**src/rtl/quick_spi_pkg.sv**
```systemverilog
// -----------------------------------------------------------------------------
// quick_spi_pkg
// Shared types and helpers for the QuickSPI master family.
//   state_t     : transfer sequencer states
//   LSB_FIRST / MSB_FIRST : encodings of the lsb_first control bit
//   eff_len()   : maps the len field onto the number of bits actually moved
// -----------------------------------------------------------------------------
package quick_spi_pkg;

    typedef enum logic [2:0] {
        IDLE,
        SETUP,
        SHIFT,
        HOLD,
        GAP
    } state_t;

    localparam logic LSB_FIRST = 1'b1;
    localparam logic MSB_FIRST = 1'b0;

    // A len of 0 selects the full word; out-of-range values are clamped so the
    // bit counter can never run past the shift registers.
    function automatic int eff_len(input int len, input int max_len);
        return (len == 0 || len > max_len) ? max_len : len;
    endfunction

endpackage

```
**src/rtl/quick_spi_clkgen.sv**
```systemverilog
// -----------------------------------------------------------------------------
// quick_spi_clkgen
// SCLK divider and edge-strobe generator.
//   clk, reset : system clock, synchronous active-high reset
//   load       : capture clk_div/cpol and restart the divider (transfer start)
//   cpol       : idle level of sclk for the transfer being loaded
//   clk_div    : half-period of sclk is clk_div+1 clk cycles
//   run        : divider counts while high
//   toggle     : a divider tick also flips sclk while high
//   sclk       : serial clock
//   tick       : divider expired this cycle
//   lead/trail : this tick produces the leading / trailing sclk edge
// -----------------------------------------------------------------------------
module quick_spi_clkgen #(
    parameter int   DIV_WIDTH        = 8,
    parameter logic SCLK_RESET_VALUE = 1'b0
) (
    input  logic                 clk,
    input  logic                 reset,
    input  logic                 load,
    input  logic                 cpol,
    input  logic [DIV_WIDTH-1:0] clk_div,
    input  logic                 run,
    input  logic                 toggle,
    output logic                 sclk,
    output logic                 tick,
    output logic                 lead,
    output logic                 trail
);

    logic [DIV_WIDTH-1:0] div_q;
    logic [DIV_WIDTH-1:0] div_cnt;
    logic                 cpol_q;

    always_ff @(posedge clk) begin
        if (reset) begin
            div_q   <= '0;
            div_cnt <= '0;
            cpol_q  <= SCLK_RESET_VALUE;
            sclk    <= SCLK_RESET_VALUE;
        end else if (load) begin
            div_q   <= clk_div;
            div_cnt <= clk_div;
            cpol_q  <= cpol;
            sclk    <= cpol;
        end else if (run) begin
            if (div_cnt == '0) begin
                div_cnt <= div_q;
            end else begin
                div_cnt <= div_cnt - DIV_WIDTH'(1);
            end
            if (tick && toggle) begin
                sclk <= ~sclk;
            end
        end
    end

    assign tick  = run && (div_cnt == '0);
    // sclk sitting at its idle level means the next edge is the leading one.
    assign lead  = tick && toggle && (sclk == cpol_q);
    assign trail = tick && toggle && (sclk != cpol_q);

endmodule

```
**src/rtl/quick_spi_master.sv**
```systemverilog
// -----------------------------------------------------------------------------
// quick_spi_master
// Full-duplex SPI master, 1..DATA_WIDTH bits per transfer, per-transfer mode,
// bit order and SCLK divider, NUM_SLAVES active-low selects.
//   clk, reset   : system clock, synchronous active-high reset
//   start        : transfer request, honoured only while busy=0
//   slave        : select line index; out-of-range requests pulse err
//   cpol, cpha   : SPI mode for the transfer
//   lsb_first    : bit order
//   len          : bits to move, 0 = DATA_WIDTH
//   clk_div      : sclk half-period = clk_div+1 clk cycles
//   tx_data      : outgoing word, right-justified
//   busy         : acceptance through end of the inter-transfer gap
//   done, err    : single-cycle status pulses
//   rx_data      : received word, right-justified, held until the next done
//   mosi, miso, sclk, ss_n : SPI pins
// -----------------------------------------------------------------------------
module quick_spi_master
    import quick_spi_pkg::*;
#(
    parameter int   NUM_SLAVES       = 1,
    parameter int   DATA_WIDTH       = 32,
    parameter int   DIV_WIDTH        = 8,
    parameter int   SS_GAP_CYCLES    = 2,
    parameter logic MOSI_IDLE_VALUE  = 1'b0,
    parameter logic SCLK_RESET_VALUE = 1'b0,
    localparam int  SEL_W            = (NUM_SLAVES > 1) ? $clog2(NUM_SLAVES) : 1,
    localparam int  LEN_W            = $clog2(DATA_WIDTH + 1)
) (
    input  logic                  clk,
    input  logic                  reset,
    input  logic                  start,
    input  logic [SEL_W-1:0]      slave,
    input  logic                  cpol,
    input  logic                  cpha,
    input  logic                  lsb_first,
    input  logic [LEN_W-1:0]      len,
    input  logic [DIV_WIDTH-1:0]  clk_div,
    input  logic [DATA_WIDTH-1:0] tx_data,
    output logic                  busy,
    output logic                  done,
    output logic                  err,
    output logic [DATA_WIDTH-1:0] rx_data,
    output logic                  mosi,
    input  logic                  miso,
    output logic                  sclk,
    output logic [NUM_SLAVES-1:0] ss_n
);

    localparam int GAP_W = $clog2(SS_GAP_CYCLES + 1);

    state_t                state;
    state_t                state_next;
    logic                  accept;
    logic                  reject;
    logic                  finish;
    logic                  run;
    logic                  toggle;
    logic                  tick;
    logic                  lead;
    logic                  trail;
    logic                  cpha_q;
    logic                  lsb_q;
    logic [LEN_W-1:0]      len_eff;
    logic [LEN_W-1:0]      len_q;
    logic [LEN_W-1:0]      bit_cnt;
    logic [GAP_W-1:0]      gap_cnt;
    logic [DATA_WIDTH-1:0] tx_aligned;
    logic [DATA_WIDTH-1:0] tx_sr;
    logic [DATA_WIDTH-1:0] rx_sr;

    // The bit about to leave sits at bit 0 (LSB-first) or the top bit.
    function automatic logic next_bit(input logic [DATA_WIDTH-1:0] sr, input logic lsb);
        return (lsb == LSB_FIRST) ? sr[0] : sr[DATA_WIDTH-1];
    endfunction

    function automatic logic [DATA_WIDTH-1:0] shift_out(input logic [DATA_WIDTH-1:0] sr,
                                                        input logic lsb);
        return (lsb == LSB_FIRST) ? (sr >> 1) : (sr << 1);
    endfunction

    // LSB-first fills from the top so the first bit ends up lowest once the
    // word is right-justified at the end of the transfer.
    function automatic logic [DATA_WIDTH-1:0] shift_in(input logic [DATA_WIDTH-1:0] sr,
                                                       input logic lsb, input logic din);
        if (lsb == LSB_FIRST) begin
            return (sr >> 1) | (DATA_WIDTH'(din) << (DATA_WIDTH - 1));
        end
        return (sr << 1) | DATA_WIDTH'(din);
    endfunction

    assign len_eff = LEN_W'(eff_len(int'(len), DATA_WIDTH));
    // MSB-first words are left-justified so the first bit is always the top bit.
    assign tx_aligned = (lsb_first == MSB_FIRST) ? (tx_data << (DATA_WIDTH - int'(len_eff)))
                                                 : tx_data;

    assign busy   = (state != IDLE);
    assign run    = (state == SETUP) || (state == SHIFT) || (state == HOLD);
    // The tick that ends SETUP is the first edge; the tick after the final
    // trailing edge only closes the last half-period and moves to HOLD.
    assign toggle = (state == SETUP) || ((state == SHIFT) && (bit_cnt != '0));

    quick_spi_clkgen #(
        .DIV_WIDTH        (DIV_WIDTH),
        .SCLK_RESET_VALUE (SCLK_RESET_VALUE)
    ) u_clkgen (
        .clk     (clk),
        .reset   (reset),
        .load    (accept),
        .cpol    (cpol),
        .clk_div (clk_div),
        .run     (run),
        .toggle  (toggle),
        .sclk    (sclk),
        .tick    (tick),
        .lead    (lead),
        .trail   (trail)
    );

    always_ff @(posedge clk) begin
        if (reset) begin
            state <= IDLE;
        end else begin
            state <= state_next;
        end
    end

    always_comb begin
        // NOTE: every output of this block gets a default first, so no path
        // through the case statement can leave one unassigned and infer a latch.
        state_next = state;
        accept     = 1'b0;
        reject     = 1'b0;
        finish     = 1'b0;
        unique case (state)
            IDLE: begin
                if (start) begin
                    if (int'(slave) < NUM_SLAVES) begin
                        accept     = 1'b1;
                        state_next = SETUP;
                    end else begin
                        reject = 1'b1;
                    end
                end
            end
            SETUP: if (tick) state_next = SHIFT;
            SHIFT: if (tick && (bit_cnt == '0)) state_next = HOLD;
            HOLD: begin
                if (tick) begin
                    finish     = 1'b1;
                    state_next = GAP;
                end
            end
            GAP: if (gap_cnt == '0) state_next = IDLE;
            default: state_next = IDLE;
        endcase
    end

    // NOTE: all state here uses non-blocking assignments so every register
    // sees the pre-edge values regardless of statement order in the block.
    always_ff @(posedge clk) begin
        if (reset) begin
            // NOTE: the shift registers are reset along with the control state
            // so an aborted transfer can never leak stale bits into rx_data.
            done    <= 1'b0;
            err     <= 1'b0;
            rx_data <= '0;
            mosi    <= MOSI_IDLE_VALUE;
            ss_n    <= '1;
            cpha_q  <= 1'b0;
            lsb_q   <= MSB_FIRST;
            len_q   <= '0;
            bit_cnt <= '0;
            gap_cnt <= '0;
            tx_sr   <= '0;
            rx_sr   <= '0;
        end else begin
            done <= 1'b0;
            err  <= reject;

            if (accept) begin
                cpha_q  <= cpha;
                lsb_q   <= lsb_first;
                len_q   <= len_eff;
                bit_cnt <= len_eff;
                tx_sr   <= tx_aligned;
                rx_sr   <= '0;
                ss_n    <= ~(NUM_SLAVES'(1) << slave);
                // With cpha=0 the slave samples on the first edge, so the first
                // bit must already be on the wire during SETUP.
                mosi    <= cpha ? MOSI_IDLE_VALUE : next_bit(tx_aligned, lsb_first);
            end

            if (lead) begin
                if (cpha_q) begin
                    mosi  <= next_bit(tx_sr, lsb_q);
                    tx_sr <= shift_out(tx_sr, lsb_q);
                end else begin
                    rx_sr <= shift_in(rx_sr, lsb_q, miso);
                end
            end

            if (trail) begin
                bit_cnt <= bit_cnt - LEN_W'(1);
                if (cpha_q) begin
                    rx_sr <= shift_in(rx_sr, lsb_q, miso);
                end else if (bit_cnt != LEN_W'(1)) begin
                    mosi  <= next_bit(shift_out(tx_sr, lsb_q), lsb_q);
                    tx_sr <= shift_out(tx_sr, lsb_q);
                end
            end

            if (finish) begin
                ss_n    <= '1;
                mosi    <= MOSI_IDLE_VALUE;
                done    <= 1'b1;
                rx_data <= (lsb_q == LSB_FIRST) ? (rx_sr >> (DATA_WIDTH - int'(len_q))) : rx_sr;
                gap_cnt <= GAP_W'(SS_GAP_CYCLES - 1);
            end else if ((state == GAP) && (gap_cnt != '0)) begin
                gap_cnt <= gap_cnt - GAP_W'(1);
            end
        end
    end

endmodule

```
**config.mk**
```make
export PLATFORM = sky130hd
export DESIGN_NAME = quick_spi_master
export DESIGN_NICKNAME = d
export VERILOG_FILES = /design/src/rtl/quick_spi_pkg.sv /design/src/rtl/quick_spi_clkgen.sv /design/src/rtl/quick_spi_master.sv
export SDC_FILE = /design/constraint.sdc
export NUM_CORES = 1
export LEC_CHECK = 0
export ABC_CLOCK_PERIOD_IN_PS = 3720
export CORE_MARGIN = 5
export CORE_UTILIZATION = 34
export DETAILED_ROUTE_END_ITERATION = 7
export PLACE_DENSITY = 0.56
export SETUP_SLACK_MARGIN = 0.1
export SLEW_MARGIN = 20
export SYNTH_ARGS = -nofsm -noshare
export SYNTH_HDL_FRONTEND = slang
export SYNTH_SLANG_ARGS = --single-unit
```
**constraint.sdc**
```tcl
create_clock -name clk -period 3.72 [get_ports clk]
set_input_delay 0.558 -clock clk [delete_from_list [all_inputs] [get_ports clk]]
set_output_delay 0.558 -clock clk [all_outputs]
set_load 0.1 [all_outputs]
```
==> results of run 1 <==
==> layout make-up <==
type	instances	area (um^2)
inverters	17	63.8
well taps	396	495
multi-input cells	1036	7180
clock buffers	17	425
clock inverters	15	131
flip-flops and latches	137	2750
repair buffers	159	1450
fillers	3120	18000
==> per-layer routing <==
layer  vias to the layer above  track usage [%]  share of wire [%]
met4                         0             5.70                1.9
li1                       5036                -                  -
met3                        54             3.24                7.2
met2                       524             34.2                 45
met1                      5246             32.2                 46
met5                         -                0                  0
==> how the worst min path moves through the flow <==
| stage | slack (ps) | depth (start not counted) | to |
|---|---|---|---|
| 5_1_grt | 480 | 2 | rx_data[24] |
| 3_3_place_gp | 440 | 2 | ss_n |
| 4_1_cts | 450 | 2 | rx_data[24] |
| 6_report | 450 | 2 | rx_data[24] |
| 3_5_place_dp | 440 | 2 | ss_n |
| 2_1_floorplan | 430 | 2 | u_clkgen.div_q[2] |
==> stage by stage <==
step | utilization, % | cell area, um^2 | setup slack (ps) | power (uW) | hold WS (ps)
after floorplan | - | 10500 | 418 | 2780 | 433
after global placement | 39.1 | 11900 | 75.4 | 3270 | 439
after detailed placement | 39.1 | 11900 | 101 | 3270 | 444
after CTS | 41.0 | 12500 | 542 | 4910 | 453
after global routing | 41.0 | 12500 | 289 | 5130 | 482
final | 41.0 | 12500 | 471 | 4910 | 450
==> cell usage in the layout, fill, tap and decap left out, types with 5 or more instances in the layout <==
cell	n
nand2_1	161
nor2_1	155
dfxtp_1	135
a21oi_1	107
mux2i_1	97
clkdlybuf4s50_1	89
buf_4	67
o21ai_0	50
a31oi_1	45
mux4_2	39
nor3_1	36
nand3_1	32
a22oi_1	22
a211oi_1	22
clkbuf_16	17
and3_1	15
inv_1	14
o22ai_1	12
and2_1	11
o21ai_1	11
a2111oi_0	10
mux2_2	10
a22o_1	9
o31ai_1	9
a221oi_1	9
o21a_1	8
o211ai_1	8
a211o_1	7
o221ai_1	7
ha_1	7
or4_1	6
nand4_1	6
xnor2_1	5
xor2_1	5
nor4_1	5
inv_6	5
==> registers in the layout, summed over array words and instances (netlist names) <==
name and cells:
err 1, mosi 1, done 1, cpha_q 1, state 3, ss_n 1, lsb_q 1, bit_cnt 6
rx_data 32, u_clkgen.div_q 8, u_clkgen.div_cnt 8, len_q 6, gap_cnt 2, rx_sr 32, u_clkgen.cpol_q 1, tx_sr 32
u_clkgen.sclk 1
==> tightest hold or removal path, stage by stage (launching register included) <==
cell and delay [ps]:
dfxtp_1 310, nand2_1 50, o21ai_1 50
==> cells by family after synthesis <==
family                     count (synthesis)  synth area share, %
and+or+nand+nor                          468                 20.9
AOI/OAI and AO/OA                        400                 26.3
muxes                                    146                 18.8
DFF                                      137                 26.2
buffers and inverters                    133                 5.75
xor gates and xnor gates                  15                 1.26
adders and majority gates                  7                0.837
==> power by group through the flow <==
stage	Combinational [uW]	Clock (uW)	Sequential [uW]
6_report	1600	1640	1670
5_1_grt	1720	1730	1690
4_1_cts	1570	1670	1670
3_5_place_dp	1570	0	1700
3_3_place_gp	1570	0	1700
2_1_floorplan	1090	0	1690
==> impl_metrics.env, run 1 <==
export IMPL_status="completed"
export IMPL_synth_top_area_share_pct=26.2
export IMPL_ys_warn_count=0
export IMPL_grt_ovfl_total=0
export IMPL_dieArea_mm2=0.0344
export IMPL_clk_pin_slew_ps=60
export IMPL_drive_above_1_share_pct=14.6
export IMPL_p_seq_share_pct=34.1
export IMPL_reg2reg_slack_ps=600
export IMPL_clock_skew_ps=13.0
export IMPL_finalCritPeriodShare_pct=87.3
export IMPL_slew_viol_final=0
export IMPL_clockRootBuffer="clkbuf_16"
export IMPL_crit_top_cell="inv_1"
export IMPL_worst_endpoint_arrival_ps=3520
export IMPL_power_density_mw_per_mm2=393
export IMPL_slew_limit_headroom_pct=33.0
export IMPL_finalSetupTns_ps=0
export IMPL_rr_startpoint="len_q[0]"
export IMPL_r2r_cells=9
export IMPL_min_from="rx_data[24]"
export IMPL_ys_top_cells_by_area="dfxtp_1 26%, mux2i_1 9.3%, mux4_2 8.4%"
export IMPL_antenna_left=0
export IMPL_grt_usage_pct=22.1
export IMPL_synth_most_common_cell="nand2_1"
export IMPL_synth_cells=1306
export IMPL_pin_count=92
export IMPL_cts_setup_buffers=0
export IMPL_cts_hold_buf=0
export IMPL_cts_htree_levels=4
export IMPL_crit_type="in2reg"
export IMPL_cts_tree="built"
export IMPL_dp_cells=1745
export IMPL_p_leak_uw=0.00418
export IMPL_fmax_mhz=308
export IMPL_cp_top_family="buffers and inverters"
export IMPL_fp_dieH_um=185
export IMPL_ys_types=94
export IMPL_ir_worst_vdd_mv=0.289
export IMPL_io_buffer_count=91
export IMPL_antenna_found_initial=0
export IMPL_fin_cells=1777
export IMPL_r2r_end="rx_data[16]"
export IMPL_synth_seq_cells=137
export IMPL_path_depth=11
export IMPL_critPathBufInv=4
export IMPL_finalWeightedCongestion=0.989
export IMPL_synth_top_area_cell="dfxtp_1"
export IMPL_ys_flop_type="dfxtp_1"
export IMPL_worstMarginPinSlew_ps=1000
export IMPL_drc=0
export IMPL_p_int_uw=3030
export IMPL_critPathSlowestCell="clkdlybuf4s50_1"
export IMPL_crit_path_start_kind="primary input"
export IMPL_syn_area_mm2=0.0105
export IMPL_post_dp_hpwl_um=28700
export IMPL_worstPathRequired_ps=3990
export IMPL_synth_edff_count=0
export IMPL_hold_class="reg2reg"
export IMPL_seq_area_frac_synth_pct=26.2
export IMPL_clk_path_buf_depth=2
export IMPL_vias=10900
export IMPL_vias_per_cell=6.11
export IMPL_path_max_fanout=18
export IMPL_setup_viol=0
export IMPL_finalHoldViolCount=0
export IMPL_synthesis_nets=1367
export IMPL_crit_path_end_kind="flop"
export IMPL_cts_resized=0
export IMPL_async_reset_ff_share_pct=0
export IMPL_num_nets_final=1429
export IMPL_crit_start="len[5]"
export IMPL_first_global_vias=10000
export IMPL_synth_common_cells="162 x nand2_1, 156 x nor2_1, 137 x dfxtp_1"
export IMPL_cts_buffers=17
export IMPL_syn_to_final_growth_pct=19.4
export IMPL_cp_endpoint="tx_sr[21]"
export IMPL_clkLatencyLatePin_ps=430
export IMPL_rsz0062_at_grt="no"
export IMPL_die_width_um=185
export IMPL_routed_wl_um=38800
export IMPL_grt_pass1_wl_um=60300
export IMPL_wl_per_cell_um=21.8
export IMPL_diodes=0
export IMPL_min_period_ps=3250
export IMPL_sw_frac_of_total_pct=38.3
export IMPL_initial_utilization_pct=34.3
export IMPL_grt_max_degree=65
export IMPL_p_switching_uw=1880
export IMPL_max_cap_violations=0
export IMPL_max_stage_delay_ps=630
export IMPL_dr_pass1_iters=6
export IMPL_comb_power_share_pct=32.5
export IMPL_rows=64
export IMPL_crit_chain="clkdlybuf4s50_1, inv_1, nand2_1, ha_1, inv_1, xnor2_2, buf_4, mux2i_1, nor3_1, nor4_1, o22ai_1"
export IMPL_first_iter_violations=1282
export IMPL_p_clk_share_pct=33.4
export IMPL_numClockSinks=137
export IMPL_core_mm2=0.0305
export IMPL_syn_area_per_cell_um2=8.01
Power figures use the tool's default switching activity.
==> run 2, diff against run 1 <==
--- a/config.mk
+++ b/config.mk
@@ -5,6 +5,7 @@
 export SDC_FILE = /design/constraint.sdc
 export NUM_CORES = 1
 export LEC_CHECK = 0
+export ABC_AREA = 1
 export ABC_CLOCK_PERIOD_IN_PS = 3720
 export CORE_MARGIN = 5
 export CORE_UTILIZATION = 34
==> run 2 against run 1 <==
  * Setup slack gained 340 ps
  * Clock-buffer cell count grew 2
  * Design area shrank 3.3%
  * Wire length shrank 6.1%
  * Combinational power grew 49%
  * Synthesized area shrank 0.33%
==> impl_metrics.env, run 2 <==
export IMPL_hold_class="in2reg"
export IMPL_ys_flop_type="dfxtp_1"
export IMPL_dp_cells=2096
export IMPL_synth_top_area_share_pct=26.3
export IMPL_synth_common_cells="510 x nand2_1, 151 x nand3_1, 145 x o21ai_0"
export IMPL_dieArea_mm2=0.0343
export IMPL_slew_limit_headroom_pct=33.8
export IMPL_synth_cells=1700
export IMPL_crit_start="len[1]"
export IMPL_dp_slack_ps=414
export IMPL_fill_cells=3383
export IMPL_fp_dieH_um=185
export IMPL_clock_skew_ps=12.1
export IMPL_vias_per_cell=5.39
export IMPL_synth_top_family_by_area="simple AND/OR/NAND/NOR gates"
export IMPL_r2r_end="rx_data[8]"
export IMPL_synth_compound_area_share_pct=27.2
export IMPL_p_leak_uw=0.00496
export IMPL_first_global_vias=10800
export IMPL_synth_most_common_cell="nand2_1"
export IMPL_crit_path_start_kind="primary input"
export IMPL_routed_wl_um=36500
export IMPL_clk_path_buf_depth=2
export IMPL_core_mm2=0.0304
export IMPL_status="completed"
export IMPL_drc=0
export IMPL_clk_pin_slew_ps=70
export IMPL_cts_htree_levels=4
export IMPL_r2r_cells=15
export IMPL_synth_simple_gate_area_share_pct=33.5
export IMPL_ys_top_cells_by_area="dfxtp_1 26%, nand2_1 18%, nand3_1 7.2%"
export IMPL_antenna_left=0
export IMPL_met2WireLength_um=16600
export IMPL_num_nets_final=1780
export IMPL_cp_top_family="buffers and inverters"
export IMPL_async_reset_ff_share_pct=0
export IMPL_grt_pass1_wl_um=59000
export IMPL_cts_tree="built"
export IMPL_post_dp_hpwl_um=27100
export IMPL_critPathBufInv=8
export IMPL_worst_endpoint_arrival_ps=3250
export IMPL_worstMarginPinSlew_ps=990
export IMPL_min_to="u_clkgen.div_q[0]"
export IMPL_crit_type="in2reg"
export IMPL_min_period_ps=2910
export IMPL_cts_resized=0
export IMPL_ys_types=58
export IMPL_clkLatencyLatePin_ps=440
export IMPL_setup_viol=0
export IMPL_cts_setup_buffers=0
export IMPL_final_cell_mix="510 x nand2_1, 151 x nand3_1, 145 x o21ai_0"
export IMPL_dr_pass1_iters=5
export IMPL_synth_top_area_cell="dfxtp_1"
export IMPL_synth_adder_area_share_pct=0.840
export IMPL_top_layer_used="met4"
export IMPL_synth_xor_area_share_pct=0.840
export IMPL_seq_area_frac_synth_pct=26.3
export IMPL_diodes=0
export IMPL_antenna_found_initial=0
export IMPL_syn_area_mm2=0.0104
export IMPL_wl_met3_um=2120
export IMPL_power_density_mw_per_mm2=488
export IMPL_grt_usage_pct=21.4
export IMPL_wl_per_cell_um=17.1
export IMPL_io_buffer_count=91
export IMPL_ir_worst_vdd_mv=0.335
export IMPL_first_iter_violations=1109
export IMPL_ys_warn_count=0
export IMPL_crit_path_end_kind="flop"
export IMPL_syn_to_final_growth_pct=15.9
export IMPL_min_from="reset"
export IMPL_cts_hold_buf=0
export IMPL_drive_above_1_share_pct=8.20
export IMPL_grt_max_degree=86
export IMPL_muxShareOfSynthArea_pct=0.480
export IMPL_clockRootBuffer="clkbuf_16"
export IMPL_path_max_fanout=56
export IMPL_synth_seq_cells=137
export IMPL_reg_largest_list="rx_data (32), rx_sr (32), tx_sr (32)"
export IMPL_rr_startpoint="len_q[1]"
export IMPL_synth_edff_count=0
export IMPL_crit_top_cell="inv_1"
export IMPL_finalCritPeriodShare_pct=78.3
export IMPL_grt_ovfl_total=0
export IMPL_vias=11500
export IMPL_fmax_mhz=343
export IMPL_rsz0062_at_grt="no"
export IMPL_rows=64
export IMPL_timing_final_ws_setup_ps=806
export IMPL_slew_viol_final=0
export IMPL_finalHoldViolCount=0
export IMPL_cts_buffers=17
export IMPL_max_cap_violations=0
export IMPL_crit_chain="clkdlybuf4s50_1, inv_1, nor2_1, inv_1, ha_1, inv_1, nand2_1, buf_12, inv_2, nor2_1, o21ai_2, inv_1, o21ai_1, nand2_1, o21ai_1, nand2_1, nand3_1, nand3_1, nand3_1, inv_1"
export IMPL_numClockSinks=137
export IMPL_pin_count=92
export IMPL_worstPathRequired_ps=4060
export IMPL_syn_area_per_cell_um2=6.13
export IMPL_die_width_um=185
export IMPL_synthesis_nets=1761
export IMPL_initial_utilization_pct=34.3
export IMPL_critPathSlowestCell="clkdlybuf4s50_1"
export IMPL_reg2reg_slack_ps=820
export IMPL_min_path_cells=2
export IMPL_finalWeightedCongestion=0.947
export IMPL_fin_cells=2127
export IMPL_max_stage_delay_ps=510
export IMPL_finalSetupTns_ps=0
export IMPL_drt_met1_wl_um=17100
export IMPL_final_common_cell="nand2_1"
[run 2: changes by cell type after synthesis, sizes merged, moves of 20 or more]
cell | before | now
nand2 | 164 | 516
o21ai | 62 | 189
inv | 16 | 141
nand3 | 32 | 154
mux2i | 97 | 5
mux4 | 39 | 0
nor2 | 159 | 125
nor3 | 40 | 11
a31oi | 45 | 18
a21oi | 108 | 130
a22oi | 22 | 2
[run 2: kinds of logic (layout without fill, tap and decap cells)]
logic type	after synthesis	count (layout)
buf+inv	262	293
flops	137	137
compound gates	454	454
fa+ha+maj	7	7
mux	5	5
xor+xnor	10	10
simple gates	825	825
[run 2: area by class of cell]
cell class	instances	area [um^2]	area share (%)
sequential	137	2750	22.7
tap	396	495	4.10
timing repair buffer	121	1160	9.57
multi-input combinational	1301	6570	54.4
clock inverter	12	140	1.16
clock buffer	19	443	3.67
inverter	141	532	4.40
[run 2: stage by stage]
| stage | utilization, % | hold WS [ps] | area [um^2] | total power [uW] |
|---|---|---|---|---|
| after floorplan | - | 434 | 10400 | 3560 |
| after global placement | 37.8 | 438 | 11500 | 4180 |
| after detailed placement | 37.8 | 444 | 11500 | 4190 |
| after CTS | 39.7 | 434 | 12100 | 5920 |
| after global routing | 39.7 | 445 | 12100 | 6290 |
| final | 39.7 | 444 | 12100 | 5900 |
[run 2: worst max path at each step]
stage / endpoint / slack, ps / depth (start not counted)
finish: tx_sr[24] / 810 / 20
global route: rx_data[8] / 430 / 15
floorplan: tx_sr[25] / 1040 / 15
CTS: rx_data[8] / 850 / 15
global placement: tx_sr[24] / 410 / 20
detailed placement: tx_sr[24] / 410 / 20
[run 2: report_power, final]
group	total [uW]	internal, uW	leakage, uW	switching, uW
registers	1790	1630	0.00111	161
logic	2390	750	0.00357	1640
clock network	1720	1010	0.000277	715
total	5900	3380	0.00496	2510
[run 2: layer usage]
layer	vias to the layer above	GRT usage, %
met4	0	5.31
met3	49	3.10
li1	5757	-
met5	-	0
met2	359	34.2
met1	5302	30.4
